**src/rtl/rotary_quad_emitter.sv**
```systemverilog
// rotary_quad_emitter
//   Quadrature transmitter. Each accepted command produces one detent on
//   oROT_A/oROT_B using the same Gray-code waveform as the board's rotary
//   encoder, so it can drive Rotation_direction through the top-level ROT mux.
//   Detents are counted in 'pending', so commands can be queued while a detent
//   is still being emitted.
//
//   Rest level (A,B) = 00. One detent visits four phases, one per state:
//     right: 01 -> 11 -> 10 -> 00
//     left : 10 -> 11 -> 01 -> 00
//   Each phase is held for STEP_CYCLES clocks, so one detent lasts
//   4*STEP_CYCLES clocks.
//
// Handshake: a command is accepted on a rising clock edge where
//   cmd_valid && cmd_ready. cmd_ready is combinational and does not depend on
//   cmd_valid. If cmd_valid is high while cmd_ready is low, the request is
//   ignored and is not remembered.
//
// Ports
//   clock      in   system clock
//   reset      in   asynchronous, active-high
//   cmd_valid  in   request one detent
//   cmd_right  in   direction of the request (1 = right, 0 = left)
//   cmd_ready  out  request can be accepted this cycle
//   flush      in   drop queued detents; the detent in progress completes
//   oROT_A     out  registered quadrature A
//   oROT_B     out  registered quadrature B
//   busy       out  registered, high while the FSM is not IDLE
//   pending    out  registered count of detents accepted but not completed
//   dbg_state  out  current FSM state encoding
module rotary_quad_emitter #(
  parameter int STEP_CYCLES = 5000,
  parameter int CNT_W       = 4,
  parameter int MAX_PENDING = 15
) (
  input  logic             clock,
  input  logic             reset,
  input  logic             cmd_valid,
  input  logic             cmd_right,
  output logic             cmd_ready,
  input  logic             flush,
  output logic             oROT_A,
  output logic             oROT_B,
  output logic             busy,
  output logic [CNT_W-1:0] pending,
  output logic [2:0]       dbg_state
);

  typedef enum logic [2:0] {
    IDLE = 3'd0,
    PH1  = 3'd1,
    PH2  = 3'd2,
    PH3  = 3'd3,
    PH4  = 3'd4
  } state_t;

  localparam int TW = (STEP_CYCLES > 1) ? $clog2(STEP_CYCLES) : 1;
  // The timer counts down from STEP_CYCLES-1. A phase ends on the edge where
  // the timer already reads 0, so each phase lasts exactly STEP_CYCLES clocks.
  localparam logic [TW-1:0]    T_LOAD = TW'(STEP_CYCLES - 1);
  localparam logic [CNT_W-1:0] MAX_P  = CNT_W'(MAX_PENDING);

  state_t          state;
  logic [TW-1:0]   timer;
  logic            dir;
  logic            accept;
  logic            expire;
  logic [CNT_W-1:0] pend_next;

  assign dbg_state = state;

  // A reversal has to wait until the queue has drained. The direction is
  // latched only when pending is 0, and that only happens in IDLE.
  assign cmd_ready = !flush && (pending < MAX_P) &&
                     ((pending == '0) || (cmd_right == dir));
  assign accept    = cmd_valid && cmd_ready;
  assign expire    = (state == PH4) && (timer == '0);

  // Flush takes priority. It keeps only the detent in progress, and it
  // keeps nothing if that detent completes on the same edge.
  always_comb begin
    pend_next = pending;
    if (flush) begin
      if (expire || state == IDLE) pend_next = '0;
      else                         pend_next = CNT_W'(1);
    end else begin
      case ({accept, expire})
        2'b10:   pend_next = pending + 1'b1;
        2'b01:   pend_next = pending - 1'b1;
        default: pend_next = pending;
      endcase
    end
  end

  function automatic logic [1:0] ab_of(input state_t s, input logic d);
    case (s)
      PH1:     ab_of = d ? 2'b01 : 2'b10;
      PH2:     ab_of = 2'b11;
      PH3:     ab_of = d ? 2'b10 : 2'b01;
      default: ab_of = 2'b00;
    endcase
  endfunction

  always_ff @(posedge clock or posedge reset) begin
    if (reset) begin
      state   <= IDLE;
      timer   <= '0;
      dir     <= 1'b0;
      oROT_A  <= 1'b0;
      oROT_B  <= 1'b0;
      busy    <= 1'b0;
      pending <= '0;
    end else begin
      pending <= pend_next;
      case (state)
        IDLE: begin
          if (accept) begin
            dir              <= cmd_right;
            timer            <= T_LOAD;
            state            <= PH1;
            {oROT_A, oROT_B} <= ab_of(PH1, cmd_right);
            busy             <= 1'b1;
          end
        end
        PH1, PH2, PH3: begin
          if (timer != '0) begin
            timer <= timer - 1'b1;
          end else begin
            timer <= T_LOAD;
            if (state == PH1) begin
              state            <= PH2;
              {oROT_A, oROT_B} <= ab_of(PH2, dir);
            end else if (state == PH2) begin
              state            <= PH3;
              {oROT_A, oROT_B} <= ab_of(PH3, dir);
            end else begin
              state            <= PH4;
              {oROT_A, oROT_B} <= ab_of(PH4, dir);
            end
          end
        end
        PH4: begin
          if (!expire) begin
            timer <= timer - 1'b1;
          end else if (pend_next != '0) begin
            // Back-to-back detent. The direction is unchanged because
            // cmd_ready only accepts commands in the latched direction.
            timer            <= T_LOAD;
            state            <= PH1;
            {oROT_A, oROT_B} <= ab_of(PH1, dir);
          end else begin
            state            <= IDLE;
            {oROT_A, oROT_B} <= 2'b00;
            busy             <= 1'b0;
          end
        end
        default: begin
          state            <= IDLE;
          {oROT_A, oROT_B} <= 2'b00;
          busy             <= 1'b0;
        end
      endcase
    end
  end

endmodule

```
**config.mk**
```make
export PLATFORM = sky130hd
export DESIGN_NAME = rotary_quad_emitter
export DESIGN_NICKNAME = d
export VERILOG_FILES = /design/src/rtl/rotary_quad_emitter.sv
export SDC_FILE = /design/constraint.sdc
export NUM_CORES = 1
export LEC_CHECK = 0
export CORE_ASPECT_RATIO = 1.75
export CORE_MARGIN = 5
export CORE_UTILIZATION = 50
export CTS_CLUSTER_SIZE = 8
export DETAILED_ROUTE_END_ITERATION = 7
export GPL_TIMING_DRIVEN = 0
export PLACE_DENSITY = 0.75
export SLEW_MARGIN = 5
export SYNTH_ARGS = -nofsm -noshare
export SYNTH_HDL_FRONTEND = slang
export SYNTH_SLANG_ARGS = --single-unit
```
**constraint.sdc**
```tcl
create_clock -name clock -period 7 [get_ports clock]
set_input_delay 1.4 -clock clock [delete_from_list [all_inputs] [get_ports clock]]
set_output_delay 1.4 -clock clock [all_outputs]
set_load 0.02 [all_outputs]
```
==> flow_results.xml <==
<?xml version="1.0" encoding="UTF-8"?>
<metrics>
  <group name="power">
    <metric name="ir_drop" unit="uV">207</metric>
    <metric name="leakage" unit="nW">0.771</metric>
    <metric name="power_total" unit="uW">530</metric>
    <metric name="power_density" unit="mW/mm^2">293</metric>
  </group>
  <group name="sta">
    <metric name="timing.final.setup_violations" unit="">0</metric>
    <metric name="tightest_slew" unit="ns">0.926</metric>
    <metric name="maxClockFrequency" unit="MHz">214</metric>
    <metric name="timing.setup.tns" unit="ns">0</metric>
    <metric name="slew_headroom" unit="%">38.2</metric>
    <metric name="period_needed" unit="ns">4.67</metric>
    <metric name="unrepaired_setup_endpoints_after_global_routing" unit="">no</metric>
    <metric name="fin_worst_skew" unit="ns">0.00425</metric>
    <metric name="finalHoldViolations" unit="">0</metric>
    <metric name="finalCritPeriodShare" unit="%">66.7</metric>
    <metric name="timing_max_transition_violations_final" unit="">0</metric>
  </group>
  <group name="place">
    <metric name="gpl_wtd_cong" unit="">0.845</metric>
    <metric name="portBuffers" unit="">15</metric>
    <metric name="dp_hpwl" unit="mm">2.67</metric>
  </group>
  <group name="critical_path">
    <metric name="worstRegToRegCells" unit="">14</metric>
    <metric name="reg2reg_slack" unit="ns">2.89</metric>
    <metric name="worst_ep_required_time" unit="ns">7.16</metric>
    <metric name="cpLargestDelayFamily" unit="">compound AO/OA/AOI/OAI gates</metric>
    <metric name="slowest_stage" unit="">sky130_fd_sc_hd__clkdlybuf4s50_1</metric>
    <metric name="r2r-end" unit="">timer[10]$_DFFE_PP0P_</metric>
    <metric name="cp-start-kind" unit="">primary input</metric>
    <metric name="critical_path_cell_sequence" unit="">clkdlybuf4s50_1, a41o_1, a211o_1, ha_1, ha_1, a21oi_1, a211o_1, a211oi_1, nor4_4, or2_4, a211o_1</metric>
    <metric name="critical_path.endpoint_type" unit="">flop</metric>
    <metric name="critPathMostFrequentCell" unit="">sky130_fd_sc_hd__a211o_1</metric>
    <metric name="timing_worst_setup_path_type" unit="">primary input to flop</metric>
    <metric name="worstPathBufferInverterCount" unit="">1</metric>
    <metric name="crit_arrival" unit="ns">4.83</metric>
    <metric name="max_stage_delay" unit="ns">0.53</metric>
    <metric name="reg2reg_start" unit="">timer[0]$_DFFE_PP0P_</metric>
    <metric name="critPathMaxFanout" unit="">6</metric>
  </group>
  <group name="global_routing">
    <metric name="grt_pass1_wl" unit="mm">6.11</metric>
    <metric name="via_count_of_the_first_global_routing_pass" unit="">1351</metric>
    <metric name="congestion_overflow_gr" unit="">0</metric>
    <metric name="grt_antenna_before_repair" unit="">0</metric>
    <metric name="groute.usage.overall" unit="%">17.8</metric>
    <metric name="grt_start_max_net_pins" unit="">25</metric>
  </group>
  <group name="floorplanning">
    <metric name="pin_count" unit="">16</metric>
    <metric name="start_util" unit="%">52.4</metric>
    <metric name="core_area" unit="sq mm">0.00296</metric>
    <metric name="floorplan.die.height" unit="um">83.7</metric>
    <metric name="die_w" unit="um">52.1</metric>
    <metric name="floorplan.die_area" unit="sq mm">0.00436</metric>
    <metric name="row_count" unit="">26</metric>
  </group>
  <group name="cts">
    <metric name="cts_resized" unit="">0</metric>
    <metric name="clock_latency" unit="ns">0.27</metric>
    <metric name="max-clock-path-buffers" unit="">2</metric>
    <metric name="numCtsBuffers" unit="">3</metric>
    <metric name="clock_tree_from_tritoncts" unit="">built</metric>
    <metric name="ctsHoldBuffers" unit="">0</metric>
    <metric name="postCtsSetupBuffers" unit="">0</metric>
    <metric name="cts.htree.levels" unit="">1</metric>
    <metric name="worst_setup_hold_path_clk_slew" unit="ns">0.09</metric>
    <metric name="numClockSinks" unit="">24</metric>
    <metric name="clock_tree.root_cell" unit="">sky130_fd_sc_hd__clkbuf_8</metric>
  </group>
  <group name="worst_hold_path">
    <metric name="worstHoldPathType" unit="">flop to flop</metric>
    <metric name="whs_endpoint" unit="">oROT_A$_DFFE_PP0P_</metric>
    <metric name="hp-start" unit="">oROT_A$_DFFE_PP0P_</metric>
    <metric name="hold_path_depth" unit="">1</metric>
  </group>
  <group name="route">
    <metric name="routed_via_density" unit="">5.99</metric>
    <metric name="ant_nets" unit="">0</metric>
    <metric name="drt-initial-drc-count" unit="">22</metric>
    <metric name="wire_per_inst" unit="um">15.8</metric>
    <metric name="drt_pre_antenna_iters" unit="">4</metric>
    <metric name="remaining_drc_errors" unit="">0</metric>
    <metric name="drt-total-wl" unit="mm">3.52</metric>
    <metric name="num_vias" unit="">1335</metric>
  </group>
  <group name="finish">
    <metric name="area.sequential" unit="sq um">601</metric>
    <metric name="fillerInstances" unit="">255</metric>
    <metric name="antenna_cells" unit="">0</metric>
    <metric name="flow.area_growth_from_synthesis" unit="%">16.6</metric>
    <metric name="multi_input_gate_area" unit="sq um">905</metric>
    <metric name="final_layout_size_suffix_gt1_share" unit="%">10.5</metric>
    <metric name="number_of_nets_in_the_layout" unit="">193</metric>
  </group>
  <group name="logic_synthesis">
    <metric name="netlist-cell-type-count" unit="">53</metric>
    <metric name="synth_warnings" unit="">0</metric>
    <metric name="ys.flop_type" unit="">sky130_fd_sc_hd__dfrtp_1</metric>
    <metric name="synthesis.nets" unit="">173</metric>
    <metric name="syn_area" unit="sq mm">0.00155</metric>
    <metric name="synth-edff-count" unit="">0</metric>
    <metric name="postSynth.asyncResetShare" unit="%">100</metric>
    <metric name="ys_seq_elements" unit="">24</metric>
    <metric name="syn_area_per_cell" unit="sq um">9.58</metric>
    <metric name="ys_seq_area_share" unit="%">38.7</metric>
    <metric name="post_synth_inst_count" unit="">162</metric>
  </group>
  <group name="job">
    <metric name="cap_violations" unit="">0</metric>
  </group>
  <group name="run_status">
    <metric name="run_status" unit="">finished clean</metric>
  </group>
</metrics>
cell usage after synthesis (2+ instances only):
cell,count,area share (%)
sky130_fd_sc_hd__nor3_1,8,2.6
sky130_fd_sc_hd__and3_1,2,0.81
sky130_fd_sc_hd__a21oi_1,7,2.3
sky130_fd_sc_hd__nor4_1,2,0.81
sky130_fd_sc_hd__nand3_1,5,1.6
sky130_fd_sc_hd__o211a_1,3,1.9
sky130_fd_sc_hd__ha_1,5,4.0
sky130_fd_sc_hd__mux2_2,2,1.5
sky130_fd_sc_hd__nand2b_1,3,1.2
sky130_fd_sc_hd__a21o_1,3,1.5
sky130_fd_sc_hd__o31ai_1,6,2.9
sky130_fd_sc_hd__mux2i_1,2,1.3
sky130_fd_sc_hd__clkbuf_1,3,0.73
sky130_fd_sc_hd__a211o_1,4,2.3
sky130_fd_sc_hd__o21ai_0,7,2.3
sky130_fd_sc_hd__nor2_1,13,3.1
sky130_fd_sc_hd__a31oi_1,2,0.81
sky130_fd_sc_hd__or3_1,4,1.6
sky130_fd_sc_hd__o21a_1,3,1.5
sky130_fd_sc_hd__dfrtp_1,24,39
sky130_fd_sc_hd__inv_1,8,1.9
sky130_fd_sc_hd__or4_4,2,1.5
sky130_fd_sc_hd__nand2_1,11,2.7
sky130_fd_sc_hd__xor2_1,3,1.7
sky130_fd_sc_hd__o22ai_1,2,0.81
metal layers:
| layer | share of wire [%] | GRT usage (%) | vias up |
|---|---|---|---|
| met4 | 1.9 | 6.44 | 0 |
| met1 | 40 | 20.4 | 635 |
| met3 | 3.4 | 1.97 | 10 |
| li1 | - | - | 653 |
| met2 | 54 | 32.2 | 37 |
| met5 | 0 | 0 | - |
how the worst max path moves through the flow:
stage,start,endpoint,slack [ns],depth (start not counted)
CTS,flush,timer[10]$_DFFE_PP0P_,2.33,11
detailed placement,flush,timer[10]$_DFFE_PP0P_,2.06,11
global placement,flush,timer[10]$_DFFE_PP0P_,2.08,11
global route,flush,timer[10]$_DFFE_PP0P_,2.15,11
floorplan,flush,timer[10]$_DFFE_PP0P_,2.88,10
finish,flush,timer[10]$_DFFE_PP0P_,2.33,11
layout by cell type, fill, tap and decap left out, types with 3 or more instances in the layout:
cell                              netlist  routed
sky130_fd_sc_hd__dfrtp_1               24      24
sky130_fd_sc_hd__clkdlybuf4s50_1        0      15
sky130_fd_sc_hd__nor2_1                13      13
sky130_fd_sc_hd__nand2_1               11      11
sky130_fd_sc_hd__nor3_1                 8       8
sky130_fd_sc_hd__inv_1                  8       8
sky130_fd_sc_hd__a21oi_1                7       7
sky130_fd_sc_hd__o21ai_0                7       7
sky130_fd_sc_hd__o31ai_1                6       6
sky130_fd_sc_hd__nand3_1                5       5
sky130_fd_sc_hd__ha_1                   5       5
sky130_fd_sc_hd__or3_1                  4       4
sky130_fd_sc_hd__a211o_1                4       4
sky130_fd_sc_hd__clkbuf_8               0       4
sky130_fd_sc_hd__clkbuf_1               3       3
sky130_fd_sc_hd__o21a_1                 3       3
sky130_fd_sc_hd__xor2_1                 3       3
sky130_fd_sc_hd__a21o_1                 3       3
sky130_fd_sc_hd__nand2b_1               3       3
sky130_fd_sc_hd__o211a_1                3       3
area by class of cell:
class | count | share of cell area, %
Multi-Input combinational cell | 126 | 50.0
Timing Repair Buffer | 15 | 8.30
Inverter | 8 | 1.66
Clock buffer | 4 | 3.04
Tap cell | 42 | 2.90
Sequential cell | 24 | 33.2
Buffer | 4 | 0.899
power breakdown:
part           internal, mW  total (mW)  switching [mW]
logic                0.0962       0.193          0.0971
registers             0.184       0.241          0.0569
clock network        0.0503      0.0960          0.0458
total                 0.330       0.530           0.200
cells by family (layout without fill, tap and decap cells):
family          after synthesis  after routing  synth area share (%)
fa+ha+maj                     6              6                  5.32
compound gates               48             48                  22.4
xor+xnor                      4              4                  2.26
simple gates                 64             64                  25.6
mux                           4              4                  2.74
buf+inv                      12             31                  2.98
flops                        24             24                  38.7
state kept, by name, summed over array words and instances, names as in the netlist:
| register | cells |
|---|---|
| dir | 1 |
| dbg_state | 3 |
| timer | 13 |
| oROT_A | 1 |
| pending | 4 |
| oROT_B | 1 |
| busy | 1 |
metrics by stage:
step | util [%] | hold WS, ns | cell area (sq um) | worst slack [ns] | cells
2_1_floorplan | - | 0.451 | 1550 | 2.88 | 162
3_3_place_gp | 59.3 | 0.478 | 1750 | 2.08 | 219
3_5_place_dp | 59.3 | 0.492 | 1750 | 2.06 | 219
5_1_grt | 61.1 | 0.529 | 1810 | 2.15 | 223
4_1_cts | 61.1 | 0.507 | 1810 | 2.33 | 223
6_report | 61.1 | 0.505 | 1810 | 2.33 | 223
No activity file was read; power rests on OpenSTA's default activity.
